File: src/rtl/ex_iter_divider_pkg.sv
// Shared definitions for the EX-stage iterative divider.
//   - div_state_e : DIV_IDLE / DIV_CALC / DIV_DONE 2-bit state encodings
//   - DIV_XLEN, DIV_CNT_W, DIV_ITER : default widths and iteration count
//   - div_mag()   : two's-complement magnitude of an operand
package ex_iter_divider_pkg;

  localparam int DIV_XLEN  = 32;
  localparam int DIV_CNT_W = 6;
  localparam int DIV_ITER  = 32;

  typedef enum logic [1:0] {
    DIV_IDLE = 2'd0,
    DIV_CALC = 2'd1,
    DIV_DONE = 2'd2
  } div_state_e;

  // Magnitude of v; only negated when the op is signed and v is negative.
  // 0x80000000 maps to itself, which reads correctly as unsigned 2^31.
  function automatic logic [DIV_XLEN-1:0] div_mag(input logic [DIV_XLEN-1:0] v,
                                                  input logic sgn);
    return (sgn && v[DIV_XLEN-1]) ? (~v + DIV_XLEN'(1)) : v;
  endfunction

endpackage

File: src/rtl/ex_iter_divider_core.sv
// div_restoring_core: unsigned radix-2 restoring divider datapath.
// Performs XLEN shift/trial-subtract steps, one per clock.
// Ports:
//   clk, resetn          clock, async active-low reset
//   start_i              load operands, clear counter, begin iterating
//   cancel_i             abort iteration (wins over start_i)
//   dividend_i/divisor_i unsigned magnitudes
//   last_o               the step executing this cycle is the final one
//   quo_o / rem_o        unsigned quotient / remainder (valid after last step)
module div_restoring_core
  import ex_iter_divider_pkg::*;
#(
  parameter int XLEN  = DIV_XLEN,
  parameter int CNT_W = DIV_CNT_W
) (
  input  logic            clk,
  input  logic            resetn,
  input  logic            start_i,
  input  logic            cancel_i,
  input  logic [XLEN-1:0] dividend_i,
  input  logic [XLEN-1:0] divisor_i,
  output logic            last_o,
  output logic [XLEN-1:0] quo_o,
  output logic [XLEN-1:0] rem_o
);

  logic [XLEN-1:0]  rem_q, quo_q, dvs_q;
  logic [CNT_W-1:0] cnt_q;
  logic             run_q;

  // Shift/trial are XLEN+1 wide so the trial subtract keeps its borrow bit.
  logic [XLEN:0] shifted, trial;
  logic          no_borrow;

  always_comb begin
    shifted   = {rem_q, quo_q[XLEN-1]};
    trial     = shifted - {1'b0, dvs_q};
    no_borrow = ~trial[XLEN];
  end

  assign last_o = run_q && (cnt_q == CNT_W'(XLEN-1));
  assign quo_o  = quo_q;
  assign rem_o  = rem_q;

  always_ff @(posedge clk or negedge resetn) begin
    if (!resetn) begin
      rem_q <= '0;
      quo_q <= '0;
      dvs_q <= '0;
      cnt_q <= '0;
      run_q <= 1'b0;
    end else if (cancel_i) begin
      run_q <= 1'b0;
    end else if (start_i) begin
      rem_q <= '0;
      quo_q <= dividend_i;
      dvs_q <= divisor_i;
      cnt_q <= '0;
      run_q <= 1'b1;
    end else if (run_q) begin
      // When no borrow the remainder fits in XLEN bits (it is < divisor).
      rem_q <= no_borrow ? trial[XLEN-1:0] : shifted[XLEN-1:0];
      quo_q <= {quo_q[XLEN-2:0], no_borrow};
      cnt_q <= cnt_q + CNT_W'(1);
      if (last_o) run_q <= 1'b0;
    end
  end

endmodule

File: src/rtl/ex_iter_divider.sv
// ex_iter_divider: multi-cycle 32-bit div.w / mod.w / div.wu / mod.wu for EX.
// Magnitudes go through div_restoring_core; signs, divide-by-zero override
// and the valid/ready handshake live here.
// Ports:
//   clk, resetn                 clock, async active-low reset
//   in_valid / in_ready         operation handshake (ready only in IDLE)
//   op_signed, op_mod           signed op / return remainder
//   src1, src2                  dividend, divisor
//   cancel                      flush; aborts any in-flight op
//   busy                        op accepted, result not yet consumed
//   out_valid / out_ready       result handshake
//   result                      quotient or remainder
// Build option: DIV_EARLY_OUT_EN -- skip the iterations when the divisor is
// zero or |src1| < |src2| (results unchanged, latency 1 instead of 33).
module ex_iter_divider
  import ex_iter_divider_pkg::*;
#(
  parameter int XLEN  = DIV_XLEN,
  parameter int CNT_W = DIV_CNT_W
) (
  input  logic            clk,
  input  logic            resetn,
  input  logic            in_valid,
  output logic            in_ready,
  input  logic            op_signed,
  input  logic            op_mod,
  input  logic [XLEN-1:0] src1,
  input  logic [XLEN-1:0] src2,
  input  logic            cancel,
  output logic            busy,
  output logic            out_valid,
  input  logic            out_ready,
  output logic [XLEN-1:0] result
);

  div_state_e      state_q;
  logic            in_ready_q, busy_q, out_valid_q;
  logic [XLEN-1:0] result_q, src1_q;
  logic            qneg_q, rneg_q, mod_q, dvz_q, early_q;

  logic [XLEN-1:0] a_mag, b_mag, core_quo, core_rem;
  logic            accept, early_go, core_last;
  logic [XLEN-1:0] q_fix, r_fix, quo_res, rem_res, result_d;

  assign a_mag  = div_mag(src1, op_signed);
  assign b_mag  = div_mag(src2, op_signed);
  assign accept = in_valid & in_ready_q & ~cancel;

`ifdef DIV_EARLY_OUT_EN
  assign early_go = (src2 == '0) || (a_mag < b_mag);
`else
  assign early_go = 1'b0;
`endif

  div_restoring_core #(.XLEN(XLEN), .CNT_W(CNT_W)) u_core (
    .clk        (clk),
    .resetn     (resetn),
    .start_i    (accept & ~early_go),
    .cancel_i   (cancel),
    .dividend_i (a_mag),
    .divisor_i  (b_mag),
    .last_o     (core_last),
    .quo_o      (core_quo),
    .rem_o      (core_rem)
  );

  // Sign fix-up. Two's-complement negation of zero is zero, so zero results
  // are never turned negative.
  always_comb begin
    q_fix    = qneg_q ? (~core_quo + XLEN'(1)) : core_quo;
    r_fix    = rneg_q ? (~core_rem + XLEN'(1)) : core_rem;
    // Divide-by-zero and early-out both leave the dividend as remainder.
    quo_res  = dvz_q ? '1 : (early_q ? '0 : q_fix);
    rem_res  = (dvz_q | early_q) ? src1_q : r_fix;
    result_d = mod_q ? rem_res : quo_res;
  end

  always_ff @(posedge clk or negedge resetn) begin
    if (!resetn) begin
      state_q     <= DIV_IDLE;
      in_ready_q  <= 1'b1;
      busy_q      <= 1'b0;
      out_valid_q <= 1'b0;
      result_q    <= '0;
      src1_q      <= '0;
      qneg_q      <= 1'b0;
      rneg_q      <= 1'b0;
      mod_q       <= 1'b0;
      dvz_q       <= 1'b0;
      early_q     <= 1'b0;
    end else if (cancel) begin
      state_q     <= DIV_IDLE;
      in_ready_q  <= 1'b1;
      busy_q      <= 1'b0;
      out_valid_q <= 1'b0;
    end else begin
      case (state_q)
        DIV_IDLE: if (accept) begin
          src1_q     <= src1;
          qneg_q     <= op_signed & (src1[XLEN-1] ^ src2[XLEN-1]);
          rneg_q     <= op_signed & src1[XLEN-1];
          mod_q      <= op_mod;
          dvz_q      <= (src2 == '0);
          early_q    <= early_go;
          busy_q     <= 1'b1;
          in_ready_q <= 1'b0;
          state_q    <= early_go ? DIV_DONE : DIV_CALC;
        end
        DIV_CALC: if (core_last) state_q <= DIV_DONE;
        DIV_DONE: begin
          // First DONE cycle registers the fixed-up result; then hold.
          if (!out_valid_q) begin
            out_valid_q <= 1'b1;
            result_q    <= result_d;
          end else if (out_ready) begin
            out_valid_q <= 1'b0;
            busy_q      <= 1'b0;
            in_ready_q  <= 1'b1;
            state_q     <= DIV_IDLE;
          end
        end
        default: state_q <= DIV_IDLE;
      endcase
    end
  end

  assign in_ready  = in_ready_q;
  assign busy      = busy_q;
  assign out_valid = out_valid_q;
  assign result    = result_q;

endmodule

File: config.mk
export PLATFORM = sky130hd
export DESIGN_NAME = ex_iter_divider
export DESIGN_NICKNAME = d
export VERILOG_FILES = /design/src/rtl/ex_iter_divider_pkg.sv /design/src/rtl/ex_iter_divider_core.sv /design/src/rtl/ex_iter_divider.sv
export SDC_FILE = /design/constraint.sdc
export NUM_CORES = 1
export LEC_CHECK = 0
export BUFFER_PORTS_ARGS = -buffer_cell sky130_fd_sc_hd__buf_2
export CORE_ASPECT_RATIO = 1.5
export CORE_MARGIN = 3
export CORE_UTILIZATION = 56
export CTS_BUF_LIST = sky130_fd_sc_hd__clkbuf_2
export CTS_CLUSTER_DIAMETER = 30
export DETAILED_ROUTE_END_ITERATION = 10
export PLACE_DENSITY_LB_ADDON = 0.25
export SLEW_MARGIN = 30
export SYNTH_ARGS = -nofsm -noshare
export SYNTH_HDL_FRONTEND = slang
export SYNTH_SLANG_ARGS = --single-unit
export TNS_END_PERCENT = 1
File: constraint.sdc
create_clock -name clk -period 3.15 [get_ports clk]
set_input_delay 0.4725 -clock clk [delete_from_list [all_inputs] [get_ports clk]]
set_output_delay 0.4725 -clock clk [all_outputs]
set_load 0.005 [all_outputs]
==> impl_metrics.yaml <==
timing:
  slew_viol_final: 0
  fmax_mhz: 320
  fin_crit_ns: 3.12
  fin_skew_ns: 0.0334
  min_period_over_period: 0.991
  hold_viol: 0
  setup_violations: 0
  layout_setup_ws_ns: 0.0294
  rsz0062_at_grt: "yes"
  slew_headroom: 0.426
  tightest_slew_ns: 0.858
clocking:
  cts.sinks: 176
  cts_made_buffers: 17
  clock_path_buffers: 2
  clk_latency_ns: 0.81
  htree_levels: 4
  cts_tree: "done"
  cts_root_buf: "clkbuf_2"
  clk_pin_slew_ns: 0.24
global_route:
  grt_pass1_vias: 10900
  grt_max_degree: 85
  antenna_found_initial: 1
  overflow: 0
  grt_pass1_wl_mm: 54.0
  grtUsageTotal: 0.287
worst_setup_path:
  worst-path-max-fanout: 3
  worstPathRequired_ns: 3.87
  worstSetupStartpointType: "flop"
  rrSetupSlack_ns: 0.03
  critPathKind: "reg2reg"
  crit_end: "result[31]$_DFFE_PN0P_"
  crit_arrival_ns: 3.84
  r2r-start: "u_core.rem_o[23]$_DFFE_PN0P_"
  cp-end-kind: "flop"
  critPathLaunch: "u_core.rem_o[23]$_DFFE_PN0P_"
  r2r_cells: 8
  r2r-end: "result[31]$_DFFE_PN0P_"
routing:
  route.met3.wl_mm: 1.53
  top_layer_used: "met4"
  viasPerCell: 6.00
  met1_length_mm: 13.1
  drt_first_pass_iters: 6
  wirelength_mm: 32.5
  drtAntennaViolNets: 0
  dr_wl_met2_mm: 16.5
  routedWlPerCell_um: 17.7
  drc: 0
  vias: 11000
  drtIter0Drc: 974
synthesis:
  syn-cell-area_um2: 11800
  ys.warnings.count: 0
  synth_edf_count: 0
  async_flop_share: 1.00
  synth_ff_type: "dfrtp_1"
  avgSynthCellArea_um2: 8.69
  syn_nets: 1465
  synth.distinct_cells: 68
  yosysSeqAreaShare: 0.374
  synthCells: 1356
  ys_ff_latch: 176
pwr:
  peakVddDrop_mv: 0.358
  p_leak_nw: 6.27
  p_per_area_nw_per_um2: 586
layout:
  fin_area_um2: 13900
  regArea_um2: 4410
  area.growth.synth_to_final_pct: 18.3
  n_fill_cell: 1766
  nets: 1662
  layout_common_cells: "182 x o21ai_0, 175 x dfrtp_1, 156 x nand2_1, 104 x buf_2, 77 x xnor2_1"
  multi_input_area_um2: 6960
  final_cells: 1832
  final_common_cell: "o21ai_0"
  layout-drive-gt1-share: 0.164
floorplan:
  die_height_um: 184
  rows: 64
  coreArea_um2: 20500
  io_pins: 106
  dieArea_um2: 22800
  start_util: 0.575
  die_x_um: 124
min_path:
  min-delay-start: "cancel"
  hp-class: "in2reg"
placed_design:
  place_area_um2: 13000
  dp.cells: 1729
  numPortBuffers: 105
  gp_congestion: 0.937
  hpwl_mm: 24.1
  post-place-ws_ns: 0.0812
outcome:
  status: "finished clean"
job:
  maxCapViolations: 0
## power breakdown
part           total (W)  switching [W]  internal (W)
clock network    0.00122       0.000788      0.000436
registers        0.00302       0.000364       0.00266
logic            0.00393        0.00215       0.00178
## cell usage after synthesis, drive strengths merged, types with 4 or more instances
| library cell | number | share of area |
|---|---|---|
| a211oi | 6 | 0.0038 |
| a21boi | 6 | 0.0038 |
| a21o | 17 | 0.011 |
| a21oi | 76 | 0.032 |
| a221oi | 6 | 0.0045 |
| a22o | 5 | 0.0037 |
| a22oi | 29 | 0.018 |
| a31oi | 14 | 0.0074 |
| a32oi | 9 | 0.0067 |
| and2 | 12 | 0.0064 |
| and3 | 4 | 0.0021 |
| buf | 7 | 0.0033 |
| clkbuf | 60 | 0.019 |
| dfrtp | 175 | 0.37 |
| ha | 37 | 0.039 |
| inv | 56 | 0.018 |
| mux2 | 28 | 0.027 |
| mux2i | 33 | 0.028 |
| nand2 | 157 | 0.050 |
| nand2b | 11 | 0.0058 |
| nand3 | 10 | 0.0042 |
| nand4 | 7 | 0.0037 |
| nor2 | 72 | 0.023 |
| nor2b | 5 | 0.0027 |
| nor3 | 21 | 0.0089 |
| nor4 | 13 | 0.0069 |
| o211ai | 4 | 0.0025 |
| o21a | 10 | 0.0064 |
| o21ai | 185 | 0.079 |
| o221ai | 5 | 0.0037 |
| o22a | 4 | 0.0030 |
| o22ai | 19 | 0.010 |
| o31ai | 29 | 0.018 |
| o41ai | 8 | 0.0059 |
| or2 | 5 | 0.0027 |
| or3 | 20 | 0.012 |
| or4 | 14 | 0.0089 |
| xnor2 | 78 | 0.058 |
| xor2 | 72 | 0.054 |
## cell type report
class / count / share of cell area
clock inverter: 13 / 0.0104
antenna: 2 / 0.000359
timing repair buffer: 245 / 0.128
sequential: 176 / 0.316
tap: 264 / 0.0237
clock buffer: 19 / 0.00682
multi-input combinational: 1057 / 0.500
inverter: 56 / 0.0151
## stage by stage
step	hold WS (ns)	utilization	setup TNS, ns	power (W)
after floorplan	0.177	-	0	0.00561
after global placement	0.456	0.632	0	0.00670
after detailed placement	0.465	0.632	0	0.00680
after CTS	0.00933	0.678	0	0.00809
after global routing	0.0270	0.680	-0.160	0.00877
final	0.0603	0.680	0	0.00817
## worst min-delay path by stage
stage / slack [ns] / depth (start not counted) / end
after floorplan: 0.18 / 0 / busy$_DFFE_PN0P_
after global placement: 0.46 / 2 / result[10]$_DFFE_PN0P_
after detailed placement: 0.46 / 2 / result[9]$_DFFE_PN0P_
after CTS: 0.009 / 2 / out_valid$_DFFE_PN0N_
after global routing: 0.03 / 2 / u_core.quo_o[0]$_DFFE_PN0P_
final: 0.06 / 2 / state_q[1]$_DFFE_PN0P_
## registers in the layout, indices dropped and copies added, names as in the netlist
| signal | cells |
|---|---|
| busy | 1 |
| qneg_q | 1 |
| u_core.run_q | 1 |
| result | 32 |
| src1_q | 32 |
| u_core.dvs_q | 32 |
| mod_q | 1 |
| in_ready | 1 |
| u_core.quo_o | 32 |
| u_core.rem_o | 32 |
| state_q | 2 |
| rneg_q | 1 |
| dvz_q | 1 |
| out_valid | 1 |
| u_core.cnt_q | 6 |
## worst max-delay path: stages (launching register included)
cell and delay, ns:
dfrtp_1 0.44, or4_4 0.53, or3_4 0.35, or3_4 0.34, or4b_4 0.55, or4_4 0.43
a21oi_2 0.15, a2111oi_1 0.07, a21o_1 0.18
## kinds of logic (layout without fill, tap and decap cells)
kind of cell             Yosys count  in the layout  synth area share
multiplexers                      61             61            0.0548
AND/OR/NAND/NOR                  358            358             0.143
adder cells (fa/ha/maj)           38             38            0.0410
other                              0              2                 0
AO/OA/AOI/OAI                    450            450             0.236
XOR/XNOR                         150            150             0.112
flip-flops                       176            176             0.374
buffers and inverters            123            333            0.0403
## timing repair
| action | 4_1_cts | 5_1_grt |
|---|---|---|
| setup endpoints to repair | 0 | 29 |
| endpoints found under the hold margin | 169 | 0 |
| hold buffers | 69 | 0 |
| setup buffers | 0 | 0 |
| resized for setup | 0 | 7 |
## per-layer routing
metal  up-vias  GRT usage
met5         -          0
met4         0      0.131
met3        88     0.0343
met2       396      0.515
met1      5214      0.344
li1       5294          -
Note: power is estimated with default switching activity, not from simulation.
